$ cat config.mk
export PLATFORM = sky130hd
export DESIGN_NAME = hdmi_rx_timing_detect
export DESIGN_NICKNAME = d
export VERILOG_FILES = /design/src/rtl/hdmi_rx_timing_detect.sv
export SDC_FILE = /design/constraint.sdc
export NUM_CORES = 1
export LEC_CHECK = 0
export CELL_PAD_IN_SITES_DETAIL_PLACEMENT = 2
export CELL_PAD_IN_SITES_GLOBAL_PLACEMENT = 2
export CORE_ASPECT_RATIO = 0.5
export CORE_MARGIN = 4
export CORE_UTILIZATION = 36
export DETAILED_ROUTE_END_ITERATION = 6
export GPL_ROUTABILITY_DRIVEN = 0
export GPL_TIMING_DRIVEN = 1
export HOLD_SLACK_MARGIN = 0.15
export PLACE_DENSITY = 0.89
export REMOVE_ABC_BUFFERS = 1
export SETUP_SLACK_MARGIN = 0.4
export SLEW_MARGIN = 10
export SYNTH_ARGS = -nofsm -noshare
export SYNTH_HDL_FRONTEND = slang
export SYNTH_SLANG_ARGS = --single-unit
$ cat constraint.sdc
create_clock -name clk -period 10.5 [get_ports clk]
set_clock_uncertainty 0.05 [all_clocks]
set_input_delay 2.1 -clock clk [delete_from_list [all_inputs] [get_ports clk]]
set_output_delay 2.1 -clock clk [all_outputs]
set_load 0.05 [all_outputs]
$ cat src/rtl/hdmi_rx_timing_detect.sv
// rtl/hdmi_rx_timing_detect.sv - ADV7611 LLC-domain timing decoder: geometry measurement, lock and pixel stream
// Sync polarity auto-detection is built only when RX_TIMING_POL_AUTO_EN is defined.
module hdmi_rx_timing_detect #(
  parameter int CNT_W       = 12,
  parameter int LOCK_FRAMES = 3
) (
  input  logic             clk,
  input  logic             reset,
  input  logic             vid_hs,
  input  logic             vid_vs,
  input  logic             vid_de,
  input  logic [23:0]      vid_d,
  output logic [23:0]      pix_d,
  output logic             pix_valid,
  output logic [CNT_W-1:0] pix_x,
  output logic [CNT_W-1:0] pix_y,
  output logic             sof,
  output logic             eol,
  output logic [CNT_W-1:0] h_total,
  output logic [CNT_W-1:0] h_active,
  output logic [CNT_W-1:0] v_total,
  output logic [CNT_W-1:0] v_active,
  output logic             locked,
  output logic             hs_pol,
  output logic             vs_pol
);

  localparam logic [CNT_W-1:0] CNT_MAX = '1;
  localparam logic [CNT_W-1:0] CNT_ONE = CNT_W'(1);
  localparam logic [3:0]       LOCK_N  = 4'(LOCK_FRAMES);

  typedef enum logic [1:0] {
    ST_IDLE,
    ST_MEASURE,
    ST_TRACK
  } state_t;

  function automatic logic [CNT_W-1:0] sat_inc(input logic [CNT_W-1:0] v);
    return (v == CNT_MAX) ? v : v + CNT_ONE;
  endfunction

  // stage 1: raw input capture
  logic        s1_hs, s1_vs, s1_de;
  logic [23:0] s1_d;

  always_ff @(posedge clk or posedge reset) begin
    if (reset) begin
      s1_hs <= 1'b0;
      s1_vs <= 1'b0;
      s1_de <= 1'b0;
      s1_d  <= '0;
    end else begin
      s1_hs <= vid_hs;
      s1_vs <= vid_vs;
      s1_de <= vid_de;
      s1_d  <= vid_d;
    end
  end

  logic hs_pol_r, vs_pol_r, pol_flip;

`ifdef RX_TIMING_POL_AUTO_EN
  logic             s1_hs_q, s1_vs_q;
  logic [CNT_W-1:0] hs_hi, hs_lo, vs_hi, vs_lo;
  logic             hs_rise, vs_rise, hs_pol_new, vs_pol_new;

  // Raw rising edges delimit the periods; VS high/low time is counted in lines.
  assign hs_rise    = s1_hs & ~s1_hs_q;
  assign vs_rise    = s1_vs & ~s1_vs_q;
  assign hs_pol_new = (hs_hi > hs_lo);
  assign vs_pol_new = (vs_hi > vs_lo);

  always_ff @(posedge clk or posedge reset) begin
    if (reset) begin
      s1_hs_q  <= 1'b0;
      s1_vs_q  <= 1'b0;
      hs_hi    <= '0;
      hs_lo    <= '0;
      vs_hi    <= '0;
      vs_lo    <= '0;
      hs_pol_r <= 1'b0;
      vs_pol_r <= 1'b0;
      pol_flip <= 1'b0;
    end else begin
      s1_hs_q  <= s1_hs;
      s1_vs_q  <= s1_vs;
      pol_flip <= (hs_rise && (hs_pol_new != hs_pol_r)) ||
                  (vs_rise && (vs_pol_new != vs_pol_r));
      if (hs_rise) begin
        hs_pol_r <= hs_pol_new;
        hs_hi    <= CNT_ONE;
        hs_lo    <= '0;
      end else if (s1_hs) begin
        hs_hi <= sat_inc(hs_hi);
      end else begin
        hs_lo <= sat_inc(hs_lo);
      end
      if (vs_rise) begin
        vs_pol_r <= vs_pol_new;
        vs_hi    <= '0;
        vs_lo    <= '0;
      end else if (hs_rise) begin
        if (s1_vs) vs_hi <= sat_inc(vs_hi);
        else       vs_lo <= sat_inc(vs_lo);
      end
    end
  end
`else
  assign hs_pol_r = 1'b0;
  assign vs_pol_r = 1'b0;
  assign pol_flip = 1'b0;
`endif

  assign hs_pol = hs_pol_r;
  assign vs_pol = vs_pol_r;

  // stage 2: polarity-corrected current (c_*) and previous (p_*) samples
  logic        c_hs, c_vs, c_de, p_hs, p_vs, p_de;
  logic [23:0] c_d;

  always_ff @(posedge clk or posedge reset) begin
    if (reset) begin
      c_hs <= 1'b0;
      c_vs <= 1'b0;
      c_de <= 1'b0;
      c_d  <= '0;
      p_hs <= 1'b0;
      p_vs <= 1'b0;
      p_de <= 1'b0;
    end else begin
      c_hs <= s1_hs ^ hs_pol_r;
      c_vs <= s1_vs ^ vs_pol_r;
      c_de <= s1_de;
      c_d  <= s1_d;
      p_hs <= c_hs;
      p_vs <= c_vs;
      p_de <= c_de;
    end
  end

  logic hs_edge, vs_edge, de_fall;
  assign hs_edge = c_hs & ~p_hs;
  assign vs_edge = c_vs & ~p_vs;
  assign de_fall = p_de & ~c_de;

  logic [CNT_W-1:0] hcnt, line_total, decnt, line_active, lcnt, vline;
  logic [CNT_W-1:0] hcnt_nxt, line_total_nxt, decnt_nxt, line_active_nxt;
  logic [CNT_W-1:0] lcnt_cnt, lcnt_nxt, vline_cnt, vline_nxt;

  // *_cnt include this cycle's HS/DE event so a coincident VS latches it (HS before VS).
  always_comb begin
    hcnt_nxt        = hs_edge ? '0 : sat_inc(hcnt);
    line_total_nxt  = hs_edge ? sat_inc(hcnt) : line_total;
    decnt_nxt       = c_de ? sat_inc(decnt) : '0;
    line_active_nxt = de_fall ? decnt : line_active;
    lcnt_cnt        = hs_edge ? sat_inc(lcnt) : lcnt;
    lcnt_nxt        = vs_edge ? '0 : lcnt_cnt;
    vline_cnt       = de_fall ? sat_inc(vline) : vline;
    vline_nxt       = vs_edge ? '0 : vline_cnt;
  end

  always_ff @(posedge clk or posedge reset) begin
    if (reset) begin
      hcnt        <= '0;
      line_total  <= '0;
      decnt       <= '0;
      line_active <= '0;
      lcnt        <= '0;
      vline       <= '0;
    end else begin
      hcnt        <= hcnt_nxt;
      line_total  <= line_total_nxt;
      decnt       <= decnt_nxt;
      line_active <= line_active_nxt;
      lcnt        <= lcnt_nxt;
      vline       <= vline_nxt;
    end
  end

  state_t     state, state_nxt;
  logic       publish, compare;
  logic [3:0] match_cnt, match_nxt;
  logic       frame_sat, frame_same;

  always_ff @(posedge clk or posedge reset) begin
    if (reset) state <= ST_IDLE;
    else       state <= state_nxt;
  end

  always_comb begin
    state_nxt = state;
    publish   = 1'b0;
    compare   = 1'b0;
    case (state)
      ST_IDLE: begin
        if (vs_edge) state_nxt = ST_MEASURE;
      end
      ST_MEASURE: begin
        if (vs_edge) begin
          publish   = 1'b1;
          state_nxt = ST_TRACK;
        end
      end
      ST_TRACK: begin
        if (vs_edge) begin
          publish = 1'b1;
          compare = 1'b1;
        end
      end
      default: state_nxt = ST_IDLE;
    endcase
  end

  assign frame_sat  = (line_total_nxt == CNT_MAX) || (line_active_nxt == CNT_MAX) ||
                      (lcnt_cnt == CNT_MAX) || (vline_cnt == CNT_MAX);
  assign frame_same = (line_total_nxt == h_total) && (line_active_nxt == h_active) &&
                      (lcnt_cnt == v_total) && (vline_cnt == v_active);

  always_comb begin
    match_nxt = match_cnt;
    if (pol_flip) begin
      match_nxt = '0;
    end else if (compare) begin
      if (frame_same && !frame_sat)
        match_nxt = (match_cnt == LOCK_N) ? match_cnt : match_cnt + 4'd1;
      else
        match_nxt = '0;
    end
  end

  always_ff @(posedge clk or posedge reset) begin
    if (reset) begin
      h_total   <= '0;
      h_active  <= '0;
      v_total   <= '0;
      v_active  <= '0;
      match_cnt <= '0;
      locked    <= 1'b0;
    end else begin
      if (publish) begin
        h_total  <= line_total_nxt;
        h_active <= line_active_nxt;
        v_total  <= lcnt_cnt;
        v_active <= vline_cnt;
      end
      match_cnt <= match_nxt;
      locked    <= (match_nxt == LOCK_N);
    end
  end

  // eol looks one stage ahead: stage 1 already shows DE gone low
  always_ff @(posedge clk or posedge reset) begin
    if (reset) begin
      pix_d     <= '0;
      pix_valid <= 1'b0;
      pix_x     <= '0;
      pix_y     <= '0;
      sof       <= 1'b0;
      eol       <= 1'b0;
    end else begin
      pix_d     <= c_d;
      pix_valid <= c_de;
      pix_x     <= c_de ? decnt : '0;
      pix_y     <= vline;
      sof       <= c_de && (decnt == '0) && (vline == '0);
      eol       <= c_de && !s1_de;
    end
  end

endmodule

==> flow_summary.json <==
{
  "first_pass_iters": 5,
  "placed_cells": 1347,
  "root_buffer": "clkbuf_16",
  "critical_path_class": "register to output pin",
  "critPathMaxFanout": 6,
  "end_kind": "output pin",
  "dp_hpwl_um": 22100,
  "pin_count": 131,
  "cts_resized": 0,
  "synth_cells": 898,
  "period_needed_ns": 4.08,
  "fin_setup_tns_ns": 0,
  "ant_nets": 0,
  "synth-compound-area-share_pct": 10.3,
  "cts_made_buffers": 23,
  "die_area_sq_mm": 0.0305,
  "yosysSeqAreaShare_pct": 59.0,
  "worst_path_largest_cell_delay_ns": 0.90,
  "peakVddDrop_uv": 88.5,
  "power.density_mw_per_mm2": 190,
  "diodes": 0,
  "post-route-period-util_pct": 38.8,
  "clock_latency_ns": 0.53,
  "crit_buf_inv": 1,
  "final_common_cell": "dfrtp_1",
  "max_slew_margin_pct": 35.1,
  "die_w_um": 243,
  "leakage_uw": 0.00538,
  "synth_fa_ha_area_share_pct": 1.26,
  "wl_per_cell_um": 23.5,
  "cp_slowest_cell": "clkdlybuf4s50_1",
  "grt_setup_unrepaired": "no",
  "ys_types": 74,
  "grt_remaining_overflow": 0,
  "drc": 0,
  "fillers": 2718,
  "holdBufCountCts": 0,
  "area_growth_pct": 23.7,
  "arrival_ns": 1.93,
  "avgViaCountPerCell": 5.59,
  "clk_pin_slew_ns": 0.07,
  "max_freq_ghz": 0.245,
  "setup_viol": 0,
  "drtIter0Drc": 444,
  "worst_pin_slew_ns": 0.973,
  "syn_area_per_cell_sq_um": 11.1,
  "grt_pass1_vias": 8776,
  "worstSetupStartpointType": "register",
  "hold_viol": 0,
  "antenna_found_initial": 0,
  "synth-edff-count": 0,
  "drv_cap": 0,
  "start_util_pct": 37.1,
  "core_sq_mm": 0.0268,
  "critPathTopFamily": "buffers and inverters",
  "async_flop_share_pct": 100,
  "row_count": 42,
  "synth_area_sq_mm": 0.00993,
  "synth-xor-area-share_pct": 5.20,
  "die_h_um": 125,
  "required_ns": 8.35,
  "min_path_type": "register to register",
  "stdcell_count": 1386,
  "crit_chain": "clkdlybuf4s50_1",
  "synth_mux_area_share_pct": 3.51,
  "nNetsFinal": 1059,
  "cts_buffer_depth": 3,
  "final_layout_size_suffix_gt1_share_pct": 7.74,
  "num_vias": 7749,
  "yosys_warnings": 0,
  "synth_top_family_by_area": "simple AND/OR/NAND/NOR gates",
  "cts_tree": "done",
  "yosys.area_share.simple_pct": 17.8,
  "grt_pass1_wl_um": 52000,
  "synth_top_flop_cell": "dfrtp_1",
  "drt-total-wl_um": 32600,
  "postCtsSetupBuffers": 0,
  "track_usage_pct": 21.4,
  "cts.htree.levels": 1,
  "cts.sinks": 234,
  "status": "finished clean",
  "portBuffers": 128,
  "most-common-layout-cells": "dfrtp_1 (234), clkdlybuf4s50_1 (128), nand2_1 (85), nor2_1 (72), o21ai_0 (57)",
  "ys_ff_latch": 234,
  "report.final.slew_viol_count": 0,
  "grt_max_degree": 134
}
-- layer usage --
metal / up-vias / part of all wire [%] / track usage (%)
met3: 61 / 4.6 / 4.24
met4: 0 / 3.1 / 6.58
li1: 3411 / - / -
met1: 4098 / 41 / 25.9
met2: 179 / 51 / 38.7
met5: - / 0 / 0
-- report_power, final --
group	internal [uW]	switching, uW
combinational	155	318
sequential	964	70.5
clock	466	362
total	1580	750
-- area by class of cell --
| cell class | instances | area [sq um] | share of cell area (%) |
|---|---|---|---|
| Sequential cell | 234 | 5860 | 47.6 |
| Multi-Input combinational cell | 594 | 3800 | 30.9 |
| Timing Repair Buffer | 136 | 1340 | 10.9 |
| Clock buffer | 29 | 618 | 5.03 |
| Tap cell | 352 | 440 | 3.58 |
| Inverter | 31 | 124 | 1.01 |
| Clock inverter | 10 | 108 | 0.876 |
-- per-stage QoR --
step           power (uW)  util (%)  hold WS, ns  worst slack [ns]  instance area, sq um
2_1_floorplan        1320         -        0.281              1.93                  9760
3_3_place_gp         1480      43.1        0.281              6.42                 11600
3_5_place_dp         1510      43.1        0.287              6.32                 11600
4_1_cts              2360      45.9        0.302              6.41                 12300
5_1_grt              2440      45.9        0.304              6.35                 12300
6_report             2330      45.9        0.299              6.42                 12300
-- registers in the layout, indices dropped and copies added, names as in the netlist, 2 cells and up --
signal	cells
line_total	12
lcnt	12
pix_y	12
c_d	24
line_active	12
decnt	12
v_total	12
state	2
hcnt	12
v_active	12
match_cnt	4
pix_x	12
pix_d	24
s1_d	24
h_active	12
vline	12
h_total	12
-- Yosys cell counts, types with 4 or more instances --
cell type	count	area [sq um]
a211oi_1	6	45.0
a21o_1	4	30.0
a21oi_1	23	115
a311oi_1	5	43.8
a31o_2	4	35.0
a31oi_1	12	75.1
and2_1	16	100
and3_1	13	81.3
and4_1	10	87.6
buf_2	9	45.0
buf_4	4	30.0
clkbuf_1	24	90.1
dfrtp_1	234	5860
ha_1	10	125
inv_1	31	116
mux2_2	15	169
mux2i_1	18	180
nand2_1	86	323
nand2b_1	8	50.1
nand3_1	28	140
nand3b_1	5	37.5
nand4_1	27	169
nor2_1	72	270
nor2b_1	8	50.1
nor3_1	13	65.1
nor4_1	14	87.6
o21ai_0	57	285
o21ai_1	4	20.0
o31ai_1	5	37.5
or4_1	4	30.0
xnor2_1	29	254
xor2_1	30	263
-- cells by family (layout without fill, tap and decap cells) --
logic type      after synthesis  in the layout
mux                          33             33
other cells                   1              2
fa+ha+maj                    10             10
xor+xnor                     59             59
buf+inv                      71            206
flops                       234            234
simple gates                332            332
compound gates              158            158
-- final timing paths --
path	depth (start not counted)	from	end	slack, ns
max in group asynchronous	3	reset	line_total[5]	6.95
hold reg to reg	0	c_d[21]	pix_d[21]	0.30
min in group asynchronous	2	reset	s1_d[6]	2.12
setup reg to reg	10	hcnt[0]	match_cnt[0]	6.53
setup / recovery	1	v_active[0]	v_active[0]	6.42
hold / removal	0	c_d[21]	pix_d[21]	0.30
(Power assumes the default switching activity.)
